<file path="config.mk">
export PLATFORM = sky130hd
export DESIGN_NAME = muldiv_unit
export DESIGN_NICKNAME = d
export VERILOG_FILES = /design/src/rtl/muldiv_unit.sv
export SDC_FILE = /design/constraint.sdc
export NUM_CORES = 1
export LEC_CHECK = 0
export CAP_MARGIN = 15
export CORE_MARGIN = 2
export CORE_UTILIZATION = 50
export CTS_CLUSTER_SIZE = 25
export DETAILED_ROUTE_END_ITERATION = 8
export GPL_TIMING_DRIVEN = 0
export PLACE_DENSITY = 0.81
export SLEW_MARGIN = 20
export SYNTH_ARGS = -nofsm -noshare
export SYNTH_HDL_FRONTEND = slang
export SYNTH_SLANG_ARGS = --single-unit
</file>
<file path="constraint.sdc">
create_clock -name clk -period 8.66 [get_ports clk]
set_clock_uncertainty 0.05 [all_clocks]
set_input_delay 1.299 -clock clk [delete_from_list [all_inputs] [get_ports clk]]
set_output_delay 1.299 -clock clk [all_outputs]
set_load 0.01 [all_outputs]
</file>
<file path="src/rtl/muldiv_unit.sv">
// muldiv_unit: iterative 32x32 multiply/divide unit that owns the MIPS HI/LO
// registers. It retires one multiplier or quotient bit per cycle and uses a
// start/busy/done handshake so the control unit can stall around it.
// Build option: define MULDIV_DIV_EN to compile in the DIVU/DIV datapath.
// Without it, divide requests complete immediately and leave HI/LO unchanged.

module muldiv_unit (
  input  logic        clk,
  input  logic        reset,
  input  logic        start,
  input  logic [1:0]  op,
  input  logic [31:0] a,
  input  logic [31:0] b,
  output logic        busy,
  output logic        done,
  output logic [31:0] hi,
  output logic [31:0] lo
);

  localparam logic [1:0] S_IDLE = 2'd0;
  localparam logic [1:0] S_RUN  = 2'd1;
  localparam logic [1:0] S_FIX  = 2'd2;

  localparam logic [4:0] LAST_ITER = 5'd31;

  // Two's-complement negate when the flag is set; used both to take operand
  // magnitudes and to restore result signs.
  function automatic logic [31:0] cond_neg32(input logic [31:0] v, input logic neg);
    return neg ? (~v + 32'd1) : v;
  endfunction

  function automatic logic [63:0] cond_neg64(input logic [63:0] v, input logic neg);
    return neg ? (~v + 64'd1) : v;
  endfunction

  // Control state
  logic [1:0]  state_q, state_d;
  logic [4:0]  cnt_q, cnt_d;
  logic        busy_q, busy_d;
  logic        done_q, done_d;
  logic [31:0] hi_q, hi_d;
  logic [31:0] lo_q, lo_d;

  // Datapath state. For multiply, acc holds the growing product and opb
  // shifts the multiplier out LSB first. For divide, acc[63:32] is the
  // partial remainder, acc[31:0] collects quotient bits, and opa shifts the
  // dividend out MSB first.
  logic [63:0] acc_q, acc_d;
  logic [31:0] opa_q, opa_d;
  logic [31:0] opb_q, opb_d;
  logic        prod_neg_q, prod_neg_d;

`ifdef MULDIV_DIV_EN
  logic        is_div_q, is_div_d;
  logic        quo_neg_q, quo_neg_d;
  logic        rem_neg_q, rem_neg_d;
`endif

  // Operand signs only matter for the signed ops (op[0]=1).
  logic a_neg, b_neg;
  assign a_neg = op[0] & a[31];
  assign b_neg = op[0] & b[31];

  // Whether a request in IDLE launches an iterative operation.
  logic launch_ok;
`ifdef MULDIV_DIV_EN
  assign launch_ok = 1'b1;
`else
  assign launch_ok = ~op[1];
`endif

  // Shift-add step: add the multiplicand into the upper half when the
  // current multiplier bit is set; the 33-bit sum keeps the carry.
  logic [32:0] mul_sum;
  assign mul_sum = {1'b0, acc_q[63:32]} + (opb_q[0] ? {1'b0, opa_q} : 33'd0);

  logic [63:0] mul_prod;
  assign mul_prod = cond_neg64(acc_q, prod_neg_q);

`ifdef MULDIV_DIV_EN
  // Restoring-division step: bring down the next dividend bit and compare the
  // 33-bit shifted remainder against the divisor.
  logic [32:0] div_shift;
  logic        div_ge;
  logic [31:0] div_rem;
  assign div_shift = {acc_q[63:32], opa_q[31]};
  assign div_ge    = (div_shift >= {1'b0, opb_q});
  assign div_rem   = div_shift[31:0] - opb_q;
`endif

  // Next-state logic for the IDLE -> RUN -> FIX sequence.
  always_comb begin
    state_d    = state_q;
    cnt_d      = cnt_q;
    busy_d     = busy_q;
    done_d     = 1'b0;
    hi_d       = hi_q;
    lo_d       = lo_q;
    acc_d      = acc_q;
    opa_d      = opa_q;
    opb_d      = opb_q;
    prod_neg_d = prod_neg_q;
`ifdef MULDIV_DIV_EN
    is_div_d   = is_div_q;
    quo_neg_d  = quo_neg_q;
    rem_neg_d  = rem_neg_q;
`endif

    case (state_q)
      S_IDLE: begin
        if (start) begin
          if (launch_ok) begin
            opa_d      = cond_neg32(a, a_neg);
            opb_d      = cond_neg32(b, b_neg);
            prod_neg_d = a_neg ^ b_neg;
            acc_d      = 64'd0;
            cnt_d      = 5'd0;
            busy_d     = 1'b1;
            state_d    = S_RUN;
`ifdef MULDIV_DIV_EN
            is_div_d   = op[1];
            // A zero divisor leaves the all-ones quotient uncorrected so that
            // LO reads 0xFFFFFFFF regardless of the dividend sign.
            quo_neg_d  = (a_neg ^ b_neg) & (b != 32'd0);
            rem_neg_d  = a_neg;
`endif
          end else begin
            // Divide requested in a build without the divider: acknowledge at
            // once and leave HI/LO untouched.
            done_d = 1'b1;
          end
        end
      end

      S_RUN: begin
`ifdef MULDIV_DIV_EN
        if (is_div_q) begin
          opa_d = {opa_q[30:0], 1'b0};
          acc_d = {(div_ge ? div_rem : div_shift[31:0]), acc_q[30:0], div_ge};
        end else
`endif
        begin
          opb_d = {1'b0, opb_q[31:1]};
          acc_d = {mul_sum, acc_q[31:1]};
        end
        cnt_d = cnt_q + 5'd1;
        if (cnt_q == LAST_ITER) begin
          state_d = S_FIX;
        end
      end

      S_FIX: begin
`ifdef MULDIV_DIV_EN
        if (is_div_q) begin
          hi_d = cond_neg32(acc_q[63:32], rem_neg_q);
          lo_d = cond_neg32(acc_q[31:0], quo_neg_q);
        end else
`endif
        begin
          hi_d = mul_prod[63:32];
          lo_d = mul_prod[31:0];
        end
        done_d  = 1'b1;
        busy_d  = 1'b0;
        state_d = S_IDLE;
      end

      default: begin
        state_d = S_IDLE;
        busy_d  = 1'b0;
      end
    endcase
  end

  // Control and architectural HI/LO registers; reset discards any operation.
  always_ff @(posedge clk) begin
    if (reset) begin
      state_q <= S_IDLE;
      cnt_q   <= 5'd0;
      busy_q  <= 1'b0;
      done_q  <= 1'b0;
      hi_q    <= 32'd0;
      lo_q    <= 32'd0;
    end else begin
      state_q <= state_d;
      cnt_q   <= cnt_d;
      busy_q  <= busy_d;
      done_q  <= done_d;
      hi_q    <= hi_d;
      lo_q    <= lo_d;
    end
  end

  // Iteration datapath; always reloaded on launch, so it needs no reset.
  always_ff @(posedge clk) begin
    acc_q      <= acc_d;
    opa_q      <= opa_d;
    opb_q      <= opb_d;
    prod_neg_q <= prod_neg_d;
`ifdef MULDIV_DIV_EN
    is_div_q   <= is_div_d;
    quo_neg_q  <= quo_neg_d;
    rem_neg_q  <= rem_neg_d;
`endif
  end

  assign busy = busy_q;
  assign done = done_q;
  assign hi   = hi_q;
  assign lo   = lo_q;

endmodule

</file>
==> flow_summary.rst, run 1 <==
.. list-table::
   :header-rows: 1

   * - Metric
     - Value
   * - Overall Global Routing Usage
     - 23.0%
   * - Crit path buffers/inverters
     - 1
   * - Wire length of the first global-routing pass
     - 45.2 mm
   * - Hold Buf Count CTS
     - 0
   * - Critical path start-end classification
     - input port to register
   * - Sequential element share of the synthesized area
     - 46.5%
   * - Family with the most delay on the worst path
     - simple AND/OR/NAND/NOR gates
   * - Final hold violations
     - 0
   * - Unrepaired setup endpoints after global routing
     - no
   * - Detailed Place HPWL
     - 21.3 mm
   * - Critical path data required time
     - 8850 ps
   * - Wire length after detailed routing
     - 27.7 mm
   * - Sink Count
     - 202
   * - CTS tree
     - done
   * - Worst Setup Slack post-DPL
     - 4430 ps
   * - Proportion of register bits with asynchronous set or reset after synthesis
     - 0%
   * - Util after Layout
     - 61.9%
   * - Yosys warns
     - 0
   * - WP data arrival
     - 3930 ps
   * - Element type at the critical path end
     - register
   * - Synth Flop Type
     - edfxtp_1
   * - Instance area after placement
     - 0.0132 sq mm
   * - Number of top-level design ports
     - 135
   * - Synth Instances
     - 1193
   * - Relative slew margins
     - 48.2%
   * - Number of optimization iterations in the first detailed-route pass
     - 5
   * - N_diodes
     - 0
   * - Worst-Skew Late Latency
     - 520 ps
   * - Leakage
     - 0.00491 uW
   * - Number of global-route vias before repair
     - 9058
   * - Post-detailed-route via-to-cell ratio
     - 5.75
   * - Synthesized netlist net count
     - 1300
   * - TritonCTS buffer count
     - 22
   * - H-Tree Depth
     - 1
   * - Final Critical Period
     - 3730 ps
   * - Die area
     - 0.0242 sq mm
   * - Number of antenna violations at the first check in global routing
     - 0
   * - Clock transition at path regs
     - 60 ps
   * - Maximum clock rate
     - 0.268 GHz
   * - Largest net degree at the start of global routing
     - 63
   * - Final setup fails
     - 0
   * - List of cells traversed by the critical path
     - clkdlybuf4s50_1, or3_1, nor3b_1, nand4_1, o41ai_1, xor2_1, o21ai_0
   * - Final routed wire length divided by cell count
     - 16.7 um
   * - Synthesis-to-layout area growth
     - 21.8%
   * - Starting density of the core
     - 50.8%
   * - Final worst-path setup slack
     - 4930 ps
   * - Buffer levels on the longest clock path
     - 3
   * - Number of enable flip-flop cells after synthesis
     - 129
   * - Number of instances resized during post-cts repair
     - 0
   * - Root buffer cell
     - clkbuf_16
   * - Post-synthesis cell type count
     - 63
   * - Remaining antenna violation count
     - 0
   * - Routability Congestion
     - 0.919
   * - Sum of negative setup slack
     - 0 ps
   * - Fraction of final layout cells sized beyond drive strength 1
     - 4.23%
   * - Number of pins exceeding their max-slew limit in the final report
     - 0
   * - Net count, final
     - 1461
   * - Worst stage delay on the critical path
     - 570 ps
   * - Worst voltage drop across the vdd grid
     - 0.0000979 V
   * - Postcts setup bufs
     - 0
   * - Total congestion overflow
     - 0
   * - Worst-path fanout max
     - 5
   * - 1st-iter DRT viols
     - 594
   * - Via Count
     - 9513
   * - Class of the tightest hold or removal check
     - register to register
   * - Tightest hold margin
     - 394 ps
   * - Placeable core area
     - 0.0226 sq mm
   * - DIE HEIGHT
     - 155 um
   * - Max-cap violations
     - 0
   * - Max stage delay cell, worst path
     - nor3b_1
   * - Final design instance area without fill
     - 0.0140 sq mm
   * - Fraction of the cycle the final worst path needs
     - 43.1%
   * - Post-Syn Area
     - 0.0115 sq mm
   * - Syn_area_per_cell
     - 9.62 sq um
   * - Pwr per Cell Area
     - 177 mW/mm^2
   * - Worst Max-Slew Pin Slew
     - 770 ps
   * - DRC violation count after routing
     - 0
   * - Number of synthesized register bits
     - 202
   * - Die boundary width
     - 155 um
   * - Status
     - finished clean
   * - CP startpoint kind
     - input port
   * - Quantity of I/O buffers inserted on ports
     - 133
   * - Row cnt
     - 55
==> power breakdown <==
part / internal (uW) / switching [uW] / leakage (uW)
sequential: 1090 / 42.6 / 0.00185
clock: 582 / 387 / 0.000368
combinational: 156 / 220 / 0.00269
total: 1830 / 649 / 0.00491
==> placed cells by master (no fill, tap or decap), drive strengths merged, types with 9 or more instances in the layout <==
cell,instances
o31ai,33
clkdlybuf4s50,133
a211oi,32
clkbuf,86
or3,13
nor4,13
xor2,97
nand3,14
dfxtp,73
nor3,22
ha,37
o21ai,113
nand2b,9
nor2,105
inv,24
or4,14
xnor2,46
edfxtp,129
a21oi,56
and2,71
nand2,120
o41ai,18
a21o,12
==> kinds of logic after synthesis <==
family,count (synthesis),synth area share [%]
xor gates and xnor gates,143,10.9
and+or+nand+nor,420,18.4
AOI/OAI and AO/OA,309,17.1
DFF,202,46.5
muxes,3,0.273
buffers and inverters,78,2.55
adders and majority gates,38,4.21
==> metrics by stage <==
step,instances,power (uW)
floorplan,1193,1400
global placement,1611,1520
detailed placement,1615,1530
CTS,1655,2490
global route,1655,2580
finish,1655,2480
==> cells in the mapped netlist, types with 22 or more instances <==
cell        n  share of area (%)
edfxtp_1  129                 34
nand2_1   119                3.9
nor2_1    105                3.4
xor2_1     97                7.4
o21ai_0    89                3.9
dfxtp_1    73                 13
and2_1     71                3.9
a21oi_1    56                2.4
clkbuf_1   55                1.8
xnor2_1    46                3.5
ha_1       37                4.0
a211oi_1   32                2.1
o31ai_1    32                2.1
o21ai_1    24                1.0
inv_1      23               0.75
nor3_1     22               0.96
==> metal layers <==
layer / up-vias / GRT usage (%) / part of all wire, %
li1: 4675 / - / -
met1: 4480 / 32.1 / 45
met2: 307 / 37.0 / 46
met3: 51 / 2.87 / 6.6
met4: 0 / 8.13 / 2.8
met5: - / 0 / 0
==> worst paths after layout <==
kind / startpoint / end / slack (ps) / cells after the start
max: b[2] / opb_q[30]$_DFFE_PP_ / 4930 / 7
min: hi[17]$_SDFFE_PP0P_ / hi[17]$_SDFFE_PP0P_ / 390 / 2
max reg2reg: opb_q[0]$_DFFE_PP_ / acc_q[60]$_SDFFCE_PN0P_ / 5200 / 11
min reg2reg: hi[17]$_SDFFE_PP0P_ / hi[17]$_SDFFE_PP0P_ / 390 / 2
==> flip-flops by register name, summed over array words and instances, names as in the netlist <==
signal	cells
lo	32
busy	1
done	1
cnt_q	5
opa_q	32
acc_q	64
hi	32
opb_q	32
prod_neg_q	1
state_q	2
==> worst min-delay path, delay by kind of cell, from the launching register on <==
family,cells,cell delay (ps)
flip-flops,1,310
AND/OR/NAND/NOR,1,50
AO/OA/AOI/OAI,1,50
==> final cells by class <==
type                       instances  area (sq um)
sequential                       202          5340
tap                              285           357
clock buffer                      31           646
buffer                            55           206
multi-input combinational        913          5850
timing repair buffer             137          1380
fill                            1915          8590
clock inverter                     9           111
inverter                          23          91.3
Note: power is estimated with default switching activity, not from simulation.
==> run 2, diff against run 1 <==
--- a/config.mk
+++ b/config.mk
@@ -11,7 +11,7 @@
 export CTS_CLUSTER_SIZE = 25
 export DETAILED_ROUTE_END_ITERATION = 8
 export GPL_TIMING_DRIVEN = 0
-export PLACE_DENSITY = 0.81
+export PLACE_DENSITY = 0.83
 export SLEW_MARGIN = 20
 export SYNTH_ARGS = -nofsm -noshare
 export SYNTH_HDL_FRONTEND = slang
==> constraint.sdc (replaced) <==
create_clock -name clk -period 3.07 [get_ports clk]
set_clock_uncertainty 0.05 [all_clocks]
set_input_delay 0.4605 -clock clk [delete_from_list [all_inputs] [get_ports clk]]
set_output_delay 0.4605 -clock clk [all_outputs]
set_load 0.01 [all_outputs]
==> run 2 against run 1 <==
Effect of this change: the run now ends with setup timing left; clock-buffer cell count is 2 lower; setup slack worse by 4900 ps; critical path depth is 4 higher; routed wire length is 6.2% higher; die area stayed put; clock power grew to 2.9 times the previous value; via count is 2.5% higher; sequential cell count stayed put; sequential power grew to 2.8 times the previous value; final cell count is 0.73% higher.
==> flow_summary.rst, run 2 (same netlist as run 1, synthesis figures left out) <==
.. list-table::
   :header-rows: 1

   * - Metric
     - Value
   * - Quantity of I/O buffers inserted on ports
     - 133
   * - Number of optimization iterations in the first detailed-route pass
     - 5
   * - 1st-iter DRT viols
     - 1023
   * - Post-detailed-route via-to-cell ratio
     - 5.85
   * - Number of top-level design ports
     - 135
   * - Most common library cell in the layout ignoring fill and taps
     - clkdlybuf4s50_1
   * - Overall Global Routing Usage
     - 23.2%
   * - Sink Count
     - 202
   * - Fraction of final layout cells sized beyond drive strength 1
     - 8.47%
   * - Biggest register
     - acc_q
   * - Launch instance of the worst min-delay path
     - hi[17]$_SDFFE_PP0P_
   * - Max stage delay cell, worst path
     - edfxtp_1
   * - Worst Setup Slack post-DPL
     - -476 ps
   * - Final setup fails
     - 1
   * - Leakage
     - 0.00505 uW
   * - Worst-Skew Late Latency
     - 520 ps
   * - CTS tree
     - done
   * - N_diodes
     - 0
   * - Most repeated library cell on the critical path
     - a21oi_4
   * - Start of the worst register-to-register path
     - opb_q[0]$_DFFE_PP_
   * - Maximum clock rate
     - 0.326 GHz
   * - Critical path data required time
     - 3270 ps
   * - Worst Max-Slew Pin Slew
     - 784 ps
   * - Number of global-route vias before repair
     - 9167
   * - Final total power
     - 7170 uW
   * - Via Count
     - 9755
   * - Final Critical Period
     - 3070 ps
   * - Hold Buf Count CTS
     - 0
   * - Routability Congestion
     - 0.952
   * - Remaining antenna violation count
     - 0
   * - Element type at the critical path end
     - register
   * - Clock transition at path regs
     - 70 ps
   * - Fill cell count
     - 1743
   * - List of cells traversed by the critical path
     - and2_4, ha_4, fa_2, a21o_1, a221o_1, a21oi_4, buf_4, a21oi_4, o2111a_1, nor3_2, nor3b_2
   * - DIE HEIGHT
     - 155 um
   * - Relative slew margins
     - 47.7%
   * - Final worst-path setup slack
     - -0.549 ps
   * - Wire length of the first global-routing pass
     - 45.9 mm
   * - Placeable core area
     - 0.0226 sq mm
   * - Top library cells by usage in the layout, fill and taps aside
     - clkdlybuf4s50_1 (133), edfxtp_1 (129), nand2_1 (117)
   * - Net count, final
     - 1473
   * - Die area
     - 0.0242 sq mm
   * - Largest net degree at the start of global routing
     - 38
   * - Final routed wire length divided by cell count
     - 17.7 um
   * - Critical path start-end classification
     - register to register
   * - Class of the tightest hold or removal check
     - register to register
   * - Global-route layer with the greatest usage
     - met2
   * - Violated checks
     - setup timing
   * - CP startpoint kind
     - register
   * - Worst voltage drop across the vdd grid
     - 0.000287 V
   * - H-Tree Depth
     - 1
   * - Die boundary width
     - 155 um
   * - Pwr per Cell Area
     - 497 mW/mm^2
   * - Family with the most delay on the worst path
     - compound AO/OA/AOI/OAI gates
   * - Worst stage delay on the critical path
     - 470 ps
   * - Max-cap violations
     - 0
   * - Number of antenna violations at the first check in global routing
     - 0
   * - DRC violation count after routing
     - 0
   * - Sum of negative setup slack
     - -0.549 ps
   * - Met1 track demand over resource in global routing
     - 31.9%
   * - Detailed Place HPWL
     - 21.4 mm
   * - Global Route met2 Usage
     - 38.7%
   * - Wire length after detailed routing
     - 29.4 mm
   * - Largest register FFs
     - 64
   * - Starting density of the core
     - 50.8%
   * - Total congestion overflow
     - 0
   * - Unrepaired setup endpoints after global routing
     - yes
   * - Synthesis-to-layout area growth
     - 25.7%
   * - Final hold violations
     - 0
   * - Row cnt
     - 55
   * - Launching instance or port of the critical path
     - opb_q[0]$_DFFE_PP_
   * - Crit path buffers/inverters
     - 1
   * - Util after Layout
     - 63.9%
   * - Tightest hold margin
     - 398 ps
   * - Fraction of the cycle the final worst path needs
     - 100%
   * - Worst-path fanout max
     - 5
   * - Buffer levels on the longest clock path
     - 3
   * - Status
     - complete, but fails checks
   * - WP data arrival
     - 3270 ps
   * - Met3 routing resource usage after global routing
     - 2.90%
   * - Number of pins exceeding their max-slew limit in the final report
     - 0
   * - TritonCTS buffer count
     - 22
   * - Root buffer cell
     - clkbuf_16
==> run 2: changes by cell type in the layout (fill, tap and decap cells not counted), moves of 4 or more <==
cell | before | now
a21oi_1 | 56 | 50
buf_4 | 3 | 15
clkbuf_1 | 59 | 52
ha_1 | 37 | 27
ha_2 | 0 | 5
ha_4 | 0 | 5
o21ai_0 | 89 | 84
o21ai_1 | 24 | 28
==> run 2: path summary, 6_finish.rpt <==
path | endpoint | slack [ps] | cells past startpoint
worst max-delay path | acc_q[61]$_SDFFCE_PN0P_ | -0.5 | 11
worst min-delay path | hi[17]$_SDFFE_PP0P_ | 400 | 2
worst max register to register | acc_q[61]$_SDFFCE_PN0P_ | -0.5 | 11
worst min register to register | hi[17]$_SDFFE_PP0P_ | 400 | 2
==> run 2: layer usage <==
layer | part of all wire, % | vias to the layer above
met1 | 44 | 4622
met5 | 0 | -
met3 | 7.2 | 48
li1 | - | 4686
met4 | 2.2 | 0
met2 | 47 | 399
==> run 2: cell type report <==
type / count / area (sq um) / share of cell area [%]
multi-input combinational: 913 / 6150 / 42.7
clock buffer: 29 / 628 / 4.35
buffer: 52 / 208 / 1.44
sequential: 202 / 5340 / 37.0
tap: 285 / 357 / 2.47
timing repair buffer: 152 / 1510 / 10.5
clock inverter: 11 / 141 / 0.980
inverter: 23 / 90.1 / 0.624
==> run 2: per-stage QoR <==
stage / instance area, sq um / std cells
CTS: 14100 / 1654
detailed placement: 13200 / 1615
finish: 14400 / 1667
global route: 14400 / 1667
global placement: 13200 / 1611
floorplan: 11500 / 1193
==> run 2: timing repair <==
item | 4_1_cts | 5_1_grt
pin swaps | 2 | 22
gates resized for setup | 19 | 54
setup buffers | 2 | 13
hold endpoints to repair | 0 | 0
endpoints found under the setup margin | 25 | 31
==> run 2: worst reg2reg max path, stage by stage (launching register included) <==
cell and delay [ps]:
edfxtp_1 470, and2_4 220, ha_4 160, fa_2 360, a21o_1 200, a221o_1 390, a21oi_4 220, buf_4 150
a21oi_4 60, o2111a_1 300, nor3_2 170, nor3b_2 60
==> run 2: power by group <==
part	total [uW]	switching [uW]	leakage, uW	internal, uW
Clock	2790	1100	0.000377	1700
Combinational	1160	676	0.00283	488
Sequential	3210	128	0.00185	3080
Total	7170	1900	0.00505	5260
